## config.mk

```make
export PLATFORM = sky130hd
export DESIGN_NAME = teras_job_ctrl
export DESIGN_NICKNAME = d
export VERILOG_FILES = /design/src/rtl/teras_job_ctrl.sv
export SDC_FILE = /design/constraint.sdc
export NUM_CORES = 1
export LEC_CHECK = 0
export BUFFER_PORTS_ARGS = -buffer_cell sky130_fd_sc_hd__buf_2
export CAP_MARGIN = 20
export CORE_ASPECT_RATIO = 0.7
export CORE_UTILIZATION = 46
export CTS_CLUSTER_SIZE = 12
export DETAILED_ROUTE_END_ITERATION = 16
export GPL_TIMING_DRIVEN = 0
export HOLD_SLACK_MARGIN = 0.15
export PLACE_DENSITY = 0.71
export SLEW_MARGIN = 40
export SYNTH_ARGS = -nofsm -noshare
export SYNTH_HDL_FRONTEND = slang
export SYNTH_SLANG_ARGS = --single-unit
```

## constraint.sdc

```tcl
create_clock -name clk -period 3.6 [get_ports clk]
set_input_delay 0.36 -clock clk [delete_from_list [all_inputs] [get_ports clk]]
set_output_delay 0.36 -clock clk [all_outputs]
set_load 0.02 [all_outputs]
```

## src/rtl/teras_job_ctrl.sv

```systemverilog
// Job sequencer for the teras matrix core: register port, operand FIFO, core handshakes and result capture.
// Defining TERAS_JOB_WDOG_EN adds a 16-bit DRAIN watchdog that ends a stalled job with err set.
module teras_job_ctrl #(
   parameter int DATA_W     = 32,
   parameter int CNT_W      = 16,
   parameter int FIFO_DEPTH = 4
) (
   input  logic              clk,
   input  logic              rst_n,
   input  logic              cfg_we,
   input  logic [1:0]        cfg_addr,
   input  logic [31:0]       cfg_wdata,
   output logic [31:0]       cfg_rdata,
   input  logic              in_valid,
   output logic              in_ready,
   input  logic [DATA_W-1:0] in_data,
   output logic              core_rts_o,
   input  logic              core_rtr_i,
   output logic [DATA_W-1:0] core_data_o,
   input  logic              core_rts_i,
   output logic              core_rtr_o,
   input  logic [DATA_W-1:0] core_data_i,
   output logic              out_valid,
   output logic [DATA_W-1:0] out_data,
   output logic              busy,
   output logic              done,
   output logic              irq
);
   localparam int AW = (FIFO_DEPTH > 1) ? $clog2(FIFO_DEPTH) : 1;
   localparam int FW = AW + 1;

   typedef enum logic [1:0] {S_IDLE, S_FEED, S_DRAIN, S_DONE} state_e;

   state_e            state_q, state_d;
   logic [CNT_W-1:0]  n_in_q, n_out_q;
   logic [CNT_W-1:0]  acc_cnt_q, sent_cnt_q, out_cnt_q;
   logic [CNT_W-1:0]  acc_cnt_d, sent_cnt_d, out_cnt_d;
   logic [AW-1:0]     wr_ptr_q, rd_ptr_q;
   logic [FW-1:0]     fill_q;
   logic [DATA_W-1:0] fifo_mem_q [FIFO_DEPTH];
   logic              err_q, irq_q, out_valid_q;
   logic [DATA_W-1:0] out_data_q;

   logic wr_ctrl, start_w, abort_w, cfg_zero, job_start, enter_done, wdog_expired;
   logic push, pop, res_xfer, fifo_full, fifo_empty;
   logic unused_wdata;

   assign unused_wdata = ^cfg_wdata[31:CNT_W];

   // Abort dominates start when both bits arrive in one write.
   assign wr_ctrl   = cfg_we && (cfg_addr == 2'd0);
   assign abort_w   = wr_ctrl && cfg_wdata[1];
   assign start_w   = wr_ctrl && cfg_wdata[0] && !cfg_wdata[1];
   assign cfg_zero  = (n_in_q == '0) || (n_out_q == '0);
   assign job_start = start_w && !busy;

   assign fifo_full  = (fill_q == FW'(FIFO_DEPTH));
   assign fifo_empty = (fill_q == '0);
   assign push       = in_valid && in_ready;
   assign pop        = core_rts_o && core_rtr_i;
   assign res_xfer   = core_rts_i && core_rtr_o;

   always_comb begin
      acc_cnt_d  = acc_cnt_q;
      sent_cnt_d = sent_cnt_q;
      out_cnt_d  = out_cnt_q;
      if (abort_w || job_start) begin
         acc_cnt_d  = '0;
         sent_cnt_d = '0;
         out_cnt_d  = '0;
      end else begin
         if (push)     acc_cnt_d  = acc_cnt_q + CNT_W'(1);
         if (pop)      sent_cnt_d = sent_cnt_q + CNT_W'(1);
         if (res_xfer) out_cnt_d  = out_cnt_q + CNT_W'(1);
      end
   end

   // FSM: state register
   always_ff @(posedge clk or negedge rst_n) begin
      if (!rst_n) state_q <= S_IDLE;
      else        state_q <= state_d;
   end

   // FSM: next state; FEED may skip DRAIN when all results already arrived.
   always_comb begin
      state_d = state_q;
      case (state_q)
         S_IDLE, S_DONE: begin
            if (start_w) state_d = cfg_zero ? S_DONE : S_FEED;
         end
         S_FEED: begin
            if (sent_cnt_d == n_in_q)
               state_d = (out_cnt_d == n_out_q) ? S_DONE : S_DRAIN;
         end
         S_DRAIN: begin
            if ((out_cnt_d == n_out_q) || wdog_expired) state_d = S_DONE;
         end
         default: state_d = S_IDLE;
      endcase
      if (abort_w) state_d = S_IDLE;
   end

   assign enter_done = (state_d == S_DONE) && ((state_q != S_DONE) || start_w);

   // FSM: outputs
   always_comb begin
      in_ready   = 1'b0;
      core_rts_o = 1'b0;
      core_rtr_o = 1'b0;
      busy       = 1'b0;
      done       = 1'b0;
      case (state_q)
         S_FEED: begin
            in_ready   = !fifo_full && (acc_cnt_q < n_in_q);
            core_rts_o = !fifo_empty;
            core_rtr_o = (out_cnt_q < n_out_q);
            busy       = 1'b1;
         end
         S_DRAIN: begin
            core_rtr_o = (out_cnt_q < n_out_q);
            busy       = 1'b1;
         end
         S_DONE:  done = 1'b1;
         default: ;
      endcase
   end

   always_ff @(posedge clk or negedge rst_n) begin
      if (!rst_n) begin
         n_in_q      <= '0;
         n_out_q     <= '0;
         acc_cnt_q   <= '0;
         sent_cnt_q  <= '0;
         out_cnt_q   <= '0;
         wr_ptr_q    <= '0;
         rd_ptr_q    <= '0;
         fill_q      <= '0;
         err_q       <= 1'b0;
         irq_q       <= 1'b0;
         out_valid_q <= 1'b0;
         out_data_q  <= '0;
      end else begin
         if (cfg_we && !busy && (cfg_addr == 2'd1)) n_in_q  <= cfg_wdata[CNT_W-1:0];
         if (cfg_we && !busy && (cfg_addr == 2'd2)) n_out_q <= cfg_wdata[CNT_W-1:0];
         acc_cnt_q  <= acc_cnt_d;
         sent_cnt_q <= sent_cnt_d;
         out_cnt_q  <= out_cnt_d;
         if (abort_w || job_start) begin
            wr_ptr_q <= '0;
            rd_ptr_q <= '0;
            fill_q   <= '0;
         end else begin
            if (push) wr_ptr_q <= wr_ptr_q + AW'(1);
            if (pop)  rd_ptr_q <= rd_ptr_q + AW'(1);
            fill_q <= fill_q + FW'(push) - FW'(pop);
         end
         if (abort_w)           err_q <= 1'b0;
         else if (job_start)    err_q <= cfg_zero;
         else if (wdog_expired) err_q <= 1'b1;
         irq_q       <= enter_done;
         out_valid_q <= res_xfer;
         if (res_xfer) out_data_q <= core_data_i;
      end
   end

   // Operand storage needs no reset; occupancy is tracked by fill_q.
   always_ff @(posedge clk) begin
      if (push) fifo_mem_q[wr_ptr_q] <= in_data;
   end

`ifdef TERAS_JOB_WDOG_EN
   logic [15:0] wdog_q;

   always_ff @(posedge clk or negedge rst_n) begin
      if (!rst_n)                             wdog_q <= '0;
      else if (state_q != S_DRAIN || res_xfer) wdog_q <= '0;
      else if (wdog_q != 16'hFFFF)            wdog_q <= wdog_q + 16'd1;
   end

   assign wdog_expired = (state_q == S_DRAIN) && (wdog_q == 16'hFFFF);
`else
   assign wdog_expired = 1'b0;
`endif

   always_comb begin
      cfg_rdata = '0;
      case (cfg_addr)
         2'd1:    cfg_rdata = 32'(n_in_q);
         2'd2:    cfg_rdata = 32'(n_out_q);
         2'd3:    cfg_rdata = {16'(out_cnt_q), 13'd0, err_q, done, busy};
         default: cfg_rdata = '0;
      endcase
   end

   assign core_data_o = fifo_mem_q[rd_ptr_q];
   assign out_valid   = out_valid_q;
   assign out_data    = out_data_q;
   assign irq         = irq_q;
endmodule

```

======== After elaboration in Yosys (flattened, before gate mapping) ========
Memories as Yosys holds them, arrays and structs flattened.
Index checks and enable logic that the tools add are counted.
word-level totals
  register bits ........................... 124
  memory bits (writable) .................. 128
  output and inout bits ................... 103
  input bits .............................. 104
  word-level logic and storage cells ...... 92
  memories ................................ 1
operators by class
  magnitude comparators ................... 2
  reduce and logical (&&, ||, !) cells .... 30
  equality and inequality tests ........... 11
  add/sub/neg operators ................... 7
  multiplexer cells ....................... 28
memory list
  name        words  bits a word  rd ports  clocked after memory_dff  write ports  RTL line  RTL
  fifo_mem_q  4      32           1         0                         1            40        logic [DATA_W-1:0] fifo_mem_q [FIFO_DEPTH];
operators by type and width
  operator                                                          count
  16-bit 2-to-1 mux                                                 6
  32-bit case mux with 3 select lines                               1
  16-bit by 1-bit adder with 16-bit output (second input constant)  3
  16-bit == test                                                    2
  16-bit zero test                                                  2
  16-bit less-than comparator                                       2
  2-bit 2-to-1 mux                                                  9
  1-bit logical AND                                                 13
  2-bit == test (second input constant)                             5
  1-bit 2-to-1 mux                                                  10
  2-bit case mux with 3 select lines                                1
  2-bit nonzero test                                                3
  2-bit by 1-bit adder with 2-bit output (second input constant)    2
  2-bit by 1-bit == test with 1-bit output (second input constant)  2
  1-bit zero test                                                   4
  2-bit zero test                                                   2
  2-bit OR reduction                                                2
  3-bit by 1-bit adder with 3-bit output                            1
  3-bit == test (second input constant)                             1
  3-bit zero test                                                   1
  1-bit logical OR                                                  3
  3-bit 2-to-1 mux                                                  1
  3-bit by 1-bit subtractor with 3-bit output                       1
  2-bit != test (second input constant)                             1

======== Depth between registers and ports, before layout ========
  depth after elaboration ................. 14
  depth in mapped cells ................... 16
  depth with buffers taken out ............ 14

======== Least setup slack after synthesis ========
Ideal clock, no wire load.
  path kind ............................... register to register
  start point ............................. register out_cnt_q[11]
  end point ............................... register irq_q (netlist: irq)
  data arrival time ....................... 3,269 ps
  cell stages (with the launch flop) ...... 16
  buffers on the path ..................... 2
  path slack .............................. 244 ps
  library setup time ...................... 87 ps
  cell sequence ........................... dfrtp_1 -> ha_1 -> and4_1 -> nand2_1 -> nor4_1 -> or3_1 -> buf_2 -> inv_4 -> nand2_1 -> inv_1 -> clkbuf_1 -> o2111ai_1 -> nand3b_1 -> a2111oi_2 -> nand4_1 -> a211oi_2
on the way
  word-level cells in the longest chain between the ends .. 12
  elaborated cells between the ends (all ways) .. 14
  those cells by class .................... 1 x add/sub; 1 x order compare; 2 x eq/ne; 8 x mux; 2 x reduce/logical
ends and longest elaborated chain
  element                                 RTL line  RTL
  start, declared                         36        logic [CNT_W-1:0] acc_cnt_q, sent_cnt_q, out_cnt_q;
  start signal, assigned                  147       out_cnt_q <= out_cnt_d;
  16-bit less-than comparator (*)         116, 120
  1-bit 2-to-1 mux (*)                    n/a
  via core_rtr_o                          21        output logic core_rtr_o,
  1-bit logical AND (*)                   61        assign res_xfer = core_rts_i && core_rtr_o;
  16-bit 2-to-1 mux (*)                   74        if (res_xfer) out_cnt_d = out_cnt_q + CNT_W'(1);
  16-bit 2-to-1 mux (*)                   67        if (abort_w || job_start) begin
  16-bit == test (*)                      93, 96
  1-bit 2-to-1 mux                        93        state_d = (out_cnt_d == n_out_q) ? S_DONE : S_DRAIN;
  2-bit 2-to-1 mux                        92        if (sent_cnt_d == n_in_q)
  2-bit case mux with 3 select lines (*)  87        case (state_q)
  2-bit 2-to-1 mux (*)                    100       if (abort_w) state_d = S_IDLE;
  2-bit == test (*)                       103       assign enter_done = (state_d == S_DONE) && ((state_q != S_DONE) || start_w);
  1-bit logical AND (*)                   103
  via enter_done                          44        logic wr_ctrl, start_w, abort_w, cfg_zero, job_start, enter_done, wdog_expired;
  end signal, assigned                    160       irq_q <= enter_done;
  end, declared                           41        logic err_q, irq_q, out_valid_q;
Mark *: on every way through the listed nets, which the timed path passes. The rest lies on a longest branch.
A chain may end at the register's enable or synchronous reset.

======== Worst setup path in the final report ========
  start point ............................. register out_cnt_q[1]
  end point ............................... register state_q[0]
on the way
  word-level cells in the longest chain between the ends .. 10
  elaborated cells between the ends (all ways) .. 12
  those cells by class .................... 1 x add/sub; 1 x order compare; 1 x eq/ne; 8 x mux; 1 x reduce/logical
ends and longest elaborated chain
  element                                 RTL line  RTL
  16-bit less-than comparator             116, 120
  1-bit 2-to-1 mux                        n/a
  1-bit logical AND                       61
  16-bit 2-to-1 mux (*)                   74
  16-bit 2-to-1 mux (*)                   67
  16-bit == test (*)                      93, 96
  1-bit 2-to-1 mux                        93
  2-bit 2-to-1 mux                        92
  2-bit case mux with 3 select lines (*)  87
  2-bit 2-to-1 mux (*)                    100
  via state_d[0]                          34        state_e state_q, state_d;
  end signal, assigned                    81        else state_q <= state_d;
  end, declared                           34
Marked as above.

==> impl_metrics.ini <==
[synth]
ys_seq_elements = 252
synthCells = 999
yosys.area.top_type = edfxtp_1
synth-async-reset-ratio = 0.4921
syn_avg_cell_area_sq_um = 12.22
synth.yosys.seq_area_share = 0.5691
synth_top_area_frac = 0.3149
yosys_warnings = 0
synth.distinct_cells = 66
synth_area_leaders = edfxtp_1 31%, dfrtp_1 25%, mux4_2 5.9%
syn-num-nets = 1146
synth_ff_type = edfxtp_1
synth.cell_area_sq_um = 12210
netlist_top_cells_count = 128 x edfxtp_1, 128 x nand2_1, 124 x dfrtp_1, 56 x nor2_1, 49 x inv_1
synth_edf_count = 128

[setup_path]
worstPathArrival_ns = 4.05
crit_fanout = 6
worstSetupStartpointType = register
critPathLaunch = out_cnt_q[1]
required_ns = 4.07
worstSetupPathType = register to register
end_kind = register
r2r-start = out_cnt_q[1]

[sta]
fin_skew_ns = 0.01389
fin_crit_sh = 0.9943
min_period_ns = 3.580
relSlewSlack = 0.3314
timing.final.ws_setup_ns = 0.02043
max_freq_mhz = 279.4
slew_viol_final = 0
setup_viol = 0
finalHoldViolations = 0
timing.hold.ws_ns = 0.2067
worstMarginPinSlew_ns = 0.9969
rsz0062_at_grt = yes

[min_path]
hold_class = primary input to register
min_from = cfg_wdata[1]

[route]
vias = 9539
viasPerCell = 5.578
drt_iter0_markers = 621
postRouteAntennaNets = 0
dr.pass1.iters = 5
routed_wl_mm = 33.39
routedWlPerCell_um = 19.52
drcViolationCount = 0

[die]
ioPinCount = 207
die_height_um = 138.3
initial_core_util = 0.4718
design.die.area_sq_um = 27200
coreArea_sq_um = 25870
die_x_um = 196.7
rows = 49

[cts]
clock_latency_ns = 0.55
cts_root_buf = clkbuf_16
cts_made_buffers = 27
cts_tree = done
cts_buffer_depth = 3
clk_pin_slew_ns = 0.06
clock-sinks = 252
htree_levels = 1

[global_route]
grt_max_degree = 64
grt_use_total = 0.2443
grt_overflow = 0
grt_pass1_wl_mm = 51.63
antenna_found_initial = 1
grt_pass1_vias = 9390

[finish]
areaGrowthSynthToFinish_pct = 30.99
area.sequential_sq_um = 6964
final_layout_size_suffix_gt1_frac = 0.3131
nNetsFinal = 1478
multi_input_area_sq_um = 5209
fillerInstances = 2033

[placement]
numPortBuffers = 190
dp_hpwl_mm = 22.99
place_congestion = 0.9734
dp_slack_ns = -0.8592

[run_status]
outcome = complete, no violations

[power_and_ir_drop]
p_leak_nw = 6.835
ir_drop_mv = 0.5180
power.density_nw_per_um2 = 720.0

[run]
cap_violations = 0
[registers in the layout, summed over array words and instances, names as in the netlist]
name / flops
fifo_mem_q: 128
out_data: 32
acc_cnt_q: 16
n_in_q: 16
n_out_q: 16
out_cnt_q: 16
sent_cnt_q: 16
fill_q: 3
rd_ptr_q: 2
state_q: 2
wr_ptr_q: 2
err_q: 1
irq: 1
out_valid: 1
[power by group]
part           switching [W]  total, W  internal [W]
Sequential          0.000552   0.00414       0.00359
Combinational        0.00270   0.00467       0.00197
Clock                0.00113   0.00270       0.00157
Total                0.00438    0.0115       0.00713
[per-stage QoR]
stage / total power [W] / util / cells / setup TNS (ns) / cell area, sq um
floorplan: 0.006844 / - / 999 / 0 / 12210
global placement: 0.008091 / 0.5258 / 1546 / -51.41 / 13600
detailed placement: 0.008238 / 0.5309 / 1550 / -14.31 / 13730
CTS: 0.01116 / 0.6009 / 1681 / -0.02676 / 15550
global route: 0.01212 / 0.6179 / 1709 / -0.1145 / 15990
finish: 0.01151 / 0.6180 / 1710 / 0 / 15990
[area by class of cell]
cell class                 count  area share
multi-input combinational    652      0.3258
clock buffer                  42     0.04891
buffer                        43     0.01283
antenna                        2   0.0003130
tap                          357     0.02794
timing repair buffer         304      0.1312
sequential                   252      0.4356
clock inverter                 7    0.005009
inverter                      51     0.01244
[routing by layer]
layer	vias to the layer above	global-route usage	share of wire
met2	396	0.3602	0.44
met3	67	0.05953	0.084
met5	-	0	0
met4	0	0.06936	0.024
met1	4732	0.3594	0.45
li1	4344	-	-
[worst max-delay path: stages, from the launching register on]
cell	delay, ns
dfrtp_2	0.43
ha_2	0.24
nand3_2	0.15
or2_2	0.38
or3_1	0.36
or4_4	0.47
xor2_4	0.19
xnor2_1	0.15
a2bb2oi_1	0.19
a2111oi_4	0.45
nand4_1	0.22
buf_4	0.18
a21oi_1	0.11
[logic make-up (layout without fill, tap and decap cells)]
| family | after synthesis | in the layout | share of synthesized area |
|---|---|---|---|
| DFF | 252 | 252 | 0.5691 |
| xor gates and xnor gates | 54 | 54 | 0.04100 |
| other | 0 | 2 | 0 |
| buffers and inverters | 96 | 447 | 0.03055 |
| muxes | 77 | 77 | 0.09933 |
| and+or+nand+nor | 356 | 356 | 0.1438 |
| AOI/OAI and AO/OA | 121 | 122 | 0.07145 |
| adders and majority gates | 43 | 43 | 0.04469 |
[timing repair]
action	in CTS	in global routing
endpoints found under the hold margin	251	0
hold buffers	80	0
cloned	0	1
pin swaps	5	16
buffers inserted	3	27
setup endpoints to repair	71	4
gates resized for setup	44	60
[layout by cell type (no fill, tap or decap), drive strengths merged, types with 42 or more instances in the layout]
master,netlist,final
buf,9,236
clkbuf,36,73
dfrtp,124,124
dlygate4sd3,0,80
edfxtp,128,128
ha,42,42
inv,50,54
nand2,128,128
nor2,56,56
xnor2,42,42
[worst paths after layout]
kind                       slack, ns      endpoint  depth (start not counted)
max                             0.02    state_q[0]                         12
min                             0.21     n_in_q[1]                          2
max reg2reg                     0.02    state_q[0]                         12
min reg2reg                     0.47  out_data[24]                          2
max in group asynchronous       2.56    n_out_q[6]                          3
min in group asynchronous       0.33  out_cnt_q[2]                          2
Note: power is estimated with default switching activity, not from simulation.
